===== src/rtl/qr_pkg.sv =====
// qr_pkg: shared constants and types for the QR result collector
package qr_pkg;
    localparam int LENGTH = 13;
    localparam int BUS    = 4;
    localparam int N_ROW  = 8;
    localparam int ROW_W  = $clog2(N_ROW);
    localparam int COL_W  = $clog2(BUS);
    typedef enum logic [1:0] {IDLE, CAPTURE, DRAIN} qr_col_state_t;
    typedef logic signed [LENGTH-1:0] qr_elem_t;
endpackage


===== src/rtl/qr_row_buf.sv =====
// qr_row_buf: N_ROW x (BUS*LENGTH) register file, one row write port, one element read port
module qr_row_buf
    import qr_pkg::*;
(
    input  logic                    clk,
    input  logic                    we,
    input  logic [ROW_W-1:0]        waddr,
    input  logic [BUS*LENGTH-1:0]   wdata,
    input  logic [ROW_W-1:0]        raddr,
    input  logic [COL_W-1:0]        rcol,
    output qr_elem_t                rdata
);
    logic [BUS*LENGTH-1:0] mem_q [N_ROW];

    always_ff @(posedge clk) begin
        if (we) mem_q[waddr] <= wdata;
    end

    assign rdata = mem_q[raddr][LENGTH*rcol +: LENGTH];
endmodule


===== src/rtl/qr_result_collector.sv =====
// qr_result_collector: captures one N_ROW-beat QR_CORDIC burst, then drains it element by element
module qr_result_collector
    import qr_pkg::*;
(
    input  logic                    clk,
    input  logic                    rst,
    input  logic                    in_valid,
    input  logic [BUS*LENGTH-1:0]   in_data,
    output logic                    elem_valid,
    input  logic                    elem_ready,
    output qr_elem_t                elem_data,
    output logic [ROW_W-1:0]        elem_row,
    output logic [COL_W-1:0]        elem_col,
    output logic                    elem_last,
    output logic                    busy,
    output logic                    overflow
);
    localparam logic [ROW_W-1:0] ROW_LAST = ROW_W'(N_ROW-1);
    localparam logic [COL_W-1:0] COL_LAST = COL_W'(BUS-1);

    qr_col_state_t    state_q, state_d;
    logic [ROW_W-1:0] beat_cnt_q, beat_cnt_d;
    logic [ROW_W-1:0] rd_row_q, rd_row_d;
    logic [COL_W-1:0] rd_col_q, rd_col_d;
    logic             overflow_q, overflow_d;
    logic             wr_en;
    qr_elem_t         rd_data;

    always_comb begin
        state_d    = state_q;
        beat_cnt_d = beat_cnt_q;
        rd_row_d   = rd_row_q;
        rd_col_d   = rd_col_q;
        overflow_d = overflow_q;
        wr_en      = 1'b0;
        case (state_q)
            IDLE: begin
                if (in_valid) begin
                    wr_en      = 1'b1;
                    beat_cnt_d = ROW_W'(1);
                    state_d    = CAPTURE;
                end
            end
            CAPTURE: begin
                if (in_valid) begin
                    wr_en      = 1'b1;
                    beat_cnt_d = (beat_cnt_q == ROW_LAST) ? '0 : beat_cnt_q + 1'b1;
                    if (beat_cnt_q == ROW_LAST) begin
                        state_d  = DRAIN;
                        rd_row_d = ROW_LAST;
                        rd_col_d = '0;
                    end
                end
            end
            DRAIN: begin
                overflow_d = overflow_q | in_valid;
                if (elem_ready) begin
                    rd_col_d = (rd_col_q == COL_LAST) ? '0 : rd_col_q + 1'b1;
                    rd_row_d = (rd_col_q == COL_LAST) ? rd_row_q - 1'b1 : rd_row_q;
                    state_d  = (rd_col_q == COL_LAST && rd_row_q == '0) ? IDLE : DRAIN;
                end
            end
            default: state_d = IDLE;
        endcase
    end

    always_ff @(posedge clk) begin
        if (rst) begin
            state_q    <= IDLE;
            beat_cnt_q <= '0;
            rd_row_q   <= ROW_LAST;
            rd_col_q   <= '0;
            overflow_q <= 1'b0;
        end else begin
            state_q    <= state_d;
            beat_cnt_q <= beat_cnt_d;
            rd_row_q   <= rd_row_d;
            rd_col_q   <= rd_col_d;
            overflow_q <= overflow_d;
        end
    end

    // Rows fill top-down so the drain (row N_ROW-1 first) replays arrival order
    qr_row_buf u_buf (
        .clk   (clk),
        .we    (wr_en & ~rst),
        .waddr (ROW_LAST - beat_cnt_q),
        .wdata (in_data),
        .raddr (rd_row_q),
        .rcol  (rd_col_q),
        .rdata (rd_data)
    );

    assign elem_valid = (state_q == DRAIN);
    assign elem_data  = elem_valid ? rd_data : '0;
    assign elem_row   = elem_valid ? rd_row_q : '0;
    assign elem_col   = elem_valid ? rd_col_q : '0;
    assign elem_last  = elem_valid && rd_row_q == '0 && rd_col_q == COL_LAST;
    assign busy       = (state_q != IDLE);
    assign overflow   = overflow_q;
endmodule


===== config.mk =====
export PLATFORM = sky130hd
export DESIGN_NAME = qr_result_collector
export DESIGN_NICKNAME = d
export VERILOG_FILES = /design/src/rtl/qr_pkg.sv /design/src/rtl/qr_row_buf.sv /design/src/rtl/qr_result_collector.sv
export SDC_FILE = /design/constraint.sdc
export NUM_CORES = 1
export LEC_CHECK = 0
export ABC_AREA = 1
export BUFFER_PORTS_ARGS = -buffer_cell sky130_fd_sc_hd__buf_2
export CAP_MARGIN = 20
export CORE_MARGIN = 3
export CORE_UTILIZATION = 50
export DETAILED_ROUTE_END_ITERATION = 10
export PLACE_DENSITY_LB_ADDON = 0.2
export SETUP_SLACK_MARGIN = 0.5
export SYNTH_ARGS = -nofsm -noshare
export SYNTH_HDL_FRONTEND = slang
export SYNTH_SLANG_ARGS = --single-unit

===== constraint.sdc =====
create_clock -name clk -period 5.4 [get_ports clk]
set_input_delay 0.54 -clock clk [delete_from_list [all_inputs] [get_ports clk]]
set_output_delay 0.54 -clock clk [all_outputs]
set_load 0.1 [all_outputs]

## After elaboration in Yosys (flattened, before gate mapping)

Memory sizes are Yosys's and may differ from the RTL's. A register that Yosys moved wholly into a read port is not among the register bits.
Index checks and enable logic that the tools add are counted.

| operators by class | value |
|---|---|
| add/subtract/negate cells | 4 |
| multipliers | 1 |
| divide/modulo/power cells | 0 |
| $lt $le $gt $ge | 0 |
| eq/ne operators | 9 |
| shift-type cells | 1 |
| multiplexer cells | 29 |
| bitwise operators | 3 |
| reduce and logical (&&, ||, !) cells | 13 |

Operators with widths:

| operator | count |
|---|---|
| $shiftx A52 B7 Y13 | 1 |
| $mux W3 | 10 |
| $mux W2 | 10 |
| $mux W13 | 1 |
| $pmux W3 S2 | 2 |
| $reduce_and A4 Y1 | 2 |
| $mul A4 B2 Y6 const A | 1 |
| $ne A2 B2 Y1 const B | 3 |
| $pmux W2 S3 | 1 |
| $reduce_bool A2 Y1 | 3 |
| $reduce_and A5 Y1 | 1 |
| $eq A2 B2 Y1 const B | 2 |
| $mux W1 | 4 |
| $ne A2 B1 Y1 const B | 2 |
| $pmux W2 S2 | 1 |
| $add A3 B1 Y3 const B | 1 |
| $eq A3 B3 Y1 const B | 1 |
| $logic_and A1 B1 Y1 | 3 |
| $logic_not A3 Y1 | 1 |
| $reduce_and A3 Y1 | 1 |
| $sub A3 B1 Y3 const B | 1 |
| $sub A3 B3 Y3 const A | 1 |
| $add A2 B1 Y2 const B | 1 |
| $eq A2 B1 Y1 const B | 1 |
| 5 further kinds | 5 |

| storage, ports and cells | value |
|---|---|
| flip-flop bits (word level) | 11 |
| bits in latches | 0 |
| memory bits (writable) | 416 |
| bits in read-only memories | 0 |
| input port bits | 56 |
| output and inout port bits | 22 |
| memories kept | 1 |

Memories:

| name | words | bits a word | rd ports | clocked after Yosys merged registers in | write ports | line | RTL |
|---|---|---|---|---|---|---|---|
| u_buf.mem_q | 8 | 52 | 1 | 1 | 1 | qr_row_buf.sv:13 | `logic [BUS*LENGTH-1:0] mem_q [N_ROW];` |

## Longest topological paths before layout

| logic depth | value |
|---|---|
| word-level depth | 6 |
| mapped depth | 11 |
| mapped depth without buffers | 9 |

## Hierarchy

From an unflattened synthesis, not the netlist that was laid out.

| second synthesis, totals | value |
|---|---|
| cells, all modules | 1546 |
| area total of the unflattened synthesis | 17543.1 um^2 |

Modules (own cells, without submodules):

| module | instances | cells an instance | area an instance (um^2) | seq. area each (um^2) |
|---|---|---|---|---|
| qr_row_buf | 1 | 1421 | 16771.1 | 12492.0 |
| qr_result_collector | 1 | 125 | 772.0 | 220.2 |

## Worst setup path before layout

Ideal clock, no wire load.

| path | value |
|---|---|
| path kind | input-to-reg |
| start | input port rst |
| end | memory u_buf.mem_q[0][0] (netlist bit), enable pin |
| setup time | 0.462 ns |
| data arrival time | 3.132 ns |
| setup slack | 1.806 ns |
| stages on the path | 5 |
| path buffers | 0 |
| cells stage by stage | clkinv_1 -> nand2_1 -> nor2_1 -> nand2_1 -> nor2_1 |

| between the ends | value |
|---|---|
| longest elaborated chain between the ends | 4 |

RTL lines:

| what | line | RTL |
|---|---|---|
| start, declared | qr_result_collector.sv:6 | `input logic rst,` |
| $not A1 Y1 | qr_result_collector.sv:86 | `.we (wr_en & ~rst),` |
| $and A1 B1 Y1 | qr_result_collector.sv:86 |  |
| $mux W1 | qr_row_buf.sv:16 | `if (we) mem_q[waddr] <= wdata;` |
| $mux W1 (implied by the code) | qr_row_buf.sv:16 |  |
| end, declared | qr_row_buf.sv:13 |  |

No other way between the ends.

==> summary.txt <==
GPL Wtd Cong = 0.789
CP peak stage delay = 0.82 ns
Non-filler cells, final = 2,366
CP top delay family = buffers and inverters
Syn Area/Cell = 10.3 µm²
Startpoint types = register
DR pass1 iterations = 5
Initial antenna violation count = 9
RSZ-0062 raised after global routing = no
Clk root buf = clkbuf_16
Resized cells post-CTS = 0
Leak = 8.96 nW
Crit-path cells = clkinv_2, buf_4, nand3_1, nand3_1, nand3_1, nand2_1, nand2_1, nand2_1, buf_2
Clock slew at reported path FFs = 0.06 ns
Fin. max-slew vios = 0
Worst Clk Skew = 0.0135 ns
Layout Nets = 1,926
TNS Setup = 0 ns
Synth Instances = 1,801
Largest net degree at the start of global routing = 154
Share of cells above drive strength 1 = 10.1%
DRT Wirelength = 43,600 µm
CTS Buf Count = 46
DP HPWL = 24,000 µm
Post-placement cell count = 2,276
Total global-route track usage = 22.5%
IO Pins = 78
Yosys reg bits = 430
CTS Buffer Depth = 3
Worst slew margin = 26.2%
Warnings from Yosys = 0
Initial DRC count = 1,168
DR vias = 12,400
Die Span Y = 198 µm
Synthesized net count = 1,862
CTS H-tree lvls = 2
Clock sinks = 430
Vias in the first global route = 11,900
Crit-path max FO = 53
# setup viols final = 0
Most frequent cells in the layout = nand2_1, edfxtp_1, nand3_1
Min-delay worst type = input pin to register
Sequential share of the synthesized area = 69.1%
Post-Syn Area = 0.0185 mm²
Period minus WS final = 4.02 ns
# rows = 69
Maximum clock rate = 249 MHz
IO buf count = 77
Critical path capture point type = output port
Clock Latency Late Sink = 0.54 ns
Vias/cell = 5.24
ANT nets after route = 0
Peak VDD IR = 201 µV
Setup Crit Path Kind = register to output port
Setup Buffers After CTS = 0
Die ar. = 0.0393 mm²
Initial core utilization = 51.4%
Fin crit share = 74.5%
Max cap viols = 0
CTS tree = done
Wire length per cell = 18.4 µm
Slowest CP cell = clkinv_2
Hold Violations, Final = 0
CP Data Arrival Time = 3.48 ns
First-pass GRT wire length = 67,400 µm
PwrDens = 379 mW/mm²
Buffer and inverter count on the worst path = 3
Crit path required time = 4.86 ns
Core Region = 0.0360 mm²
Hold buffer count at CTS = 0
Commonest non-fill, non-tap cell in the layout = nand2_1
Die Wd = 198 µm
Synth unique cells = 23
Power Total = 7.94 mW
Slew @ Worst Pin = 1.10 ns
Drt drc = 0
Status = completed
Area Overhead vs Synth = 13.1%
Grt ovf = 0
==> worst paths after layout <==
check             start           endpoint  slack [ns]  cells after the start
min                 rst      beat_cnt_q[2]        0.24                      2
min reg2reg    overflow           overflow        0.48                      2
max            register       elem_data[8]        1.38                      9
max reg2reg  state_q[1]  u_buf.mem_q[2][3]        2.91                      4
==> cell type report <==
cell class,count,area (µm²)
fill,2934,15100
sequential,430,12800
multi-input combinational,1000,4280
clock buffer,54,1210
inverter,284,1070
timing repair buffer,103,646
tap,461,577
clock inverter,31,344
antenna,3,7.51
==> metrics by stage <==
stage          cell area [µm²]  utilization, %  worst slack, ns  hold slack [ns]
3_5_place_dp             19300            53.6             1.73            0.465
6_report                 20900            58.1             1.38            0.244
2_1_floorplan            18500               -             1.81            0.448
4_1_cts                  20900            57.9             1.16            0.236
5_1_grt                  20900            58.1             1.10            0.254
3_3_place_gp             19300            53.6             1.72            0.443
==> registers in the layout, summed over array words and instances (netlist names), named ones only <==
name,cells
u_buf.mem_q,416
beat_cnt_q,3
rd_row_q,3
rd_col_q,2
state_q,2
overflow,1
==> cell usage after synthesis (all sizes together) <==
master	n	area (µm²)
a211oi	1	7.51
a21oi	5	25.0
a31oi	1	6.26
buf	63	344
clkbuf	24	90.1
clkinv	2	7.51
dfxtp	14	280
edfxtp	416	12500
ha	5	62.6
inv	282	1060
nand2	660	2480
nand3	288	1450
nand4	1	6.26
nor2	23	86.3
nor3	1	5.00
o211ai	8	60.1
o21ai	5	25.0
or2	1	6.26
xor2	1	8.76
==> cells by family (layout without fill, tap and decap cells) <==
kind of cell	Yosys count	after routing	synth area share, %
xor gates and xnor gates	1	1	0.0474
other	0	3	0
and+or+nand+nor	974	974	21.8
AOI/OAI and AO/OA	20	20	0.670
DFF	430	430	69.1
buffers and inverters	371	472	8.11
adders and majority gates	5	5	0.338
==> where the power goes <==
group	total (mW)	internal, mW	switching, mW
Sequential	3.76	3.72	0.0447
Clock	3.19	1.94	1.25
Combinational	0.983	0.266	0.717
==> layer usage <==
layer	track usage [%]	vias to the layer above	share of wire (%)
met3	4.54	64	8.3
met1	32.0	5888	43
met4	4.80	8	1.6
li1	-	5972	-
met5	0	-	0.13
met2	36.2	458	46
Power figures use the tool's default switching activity.
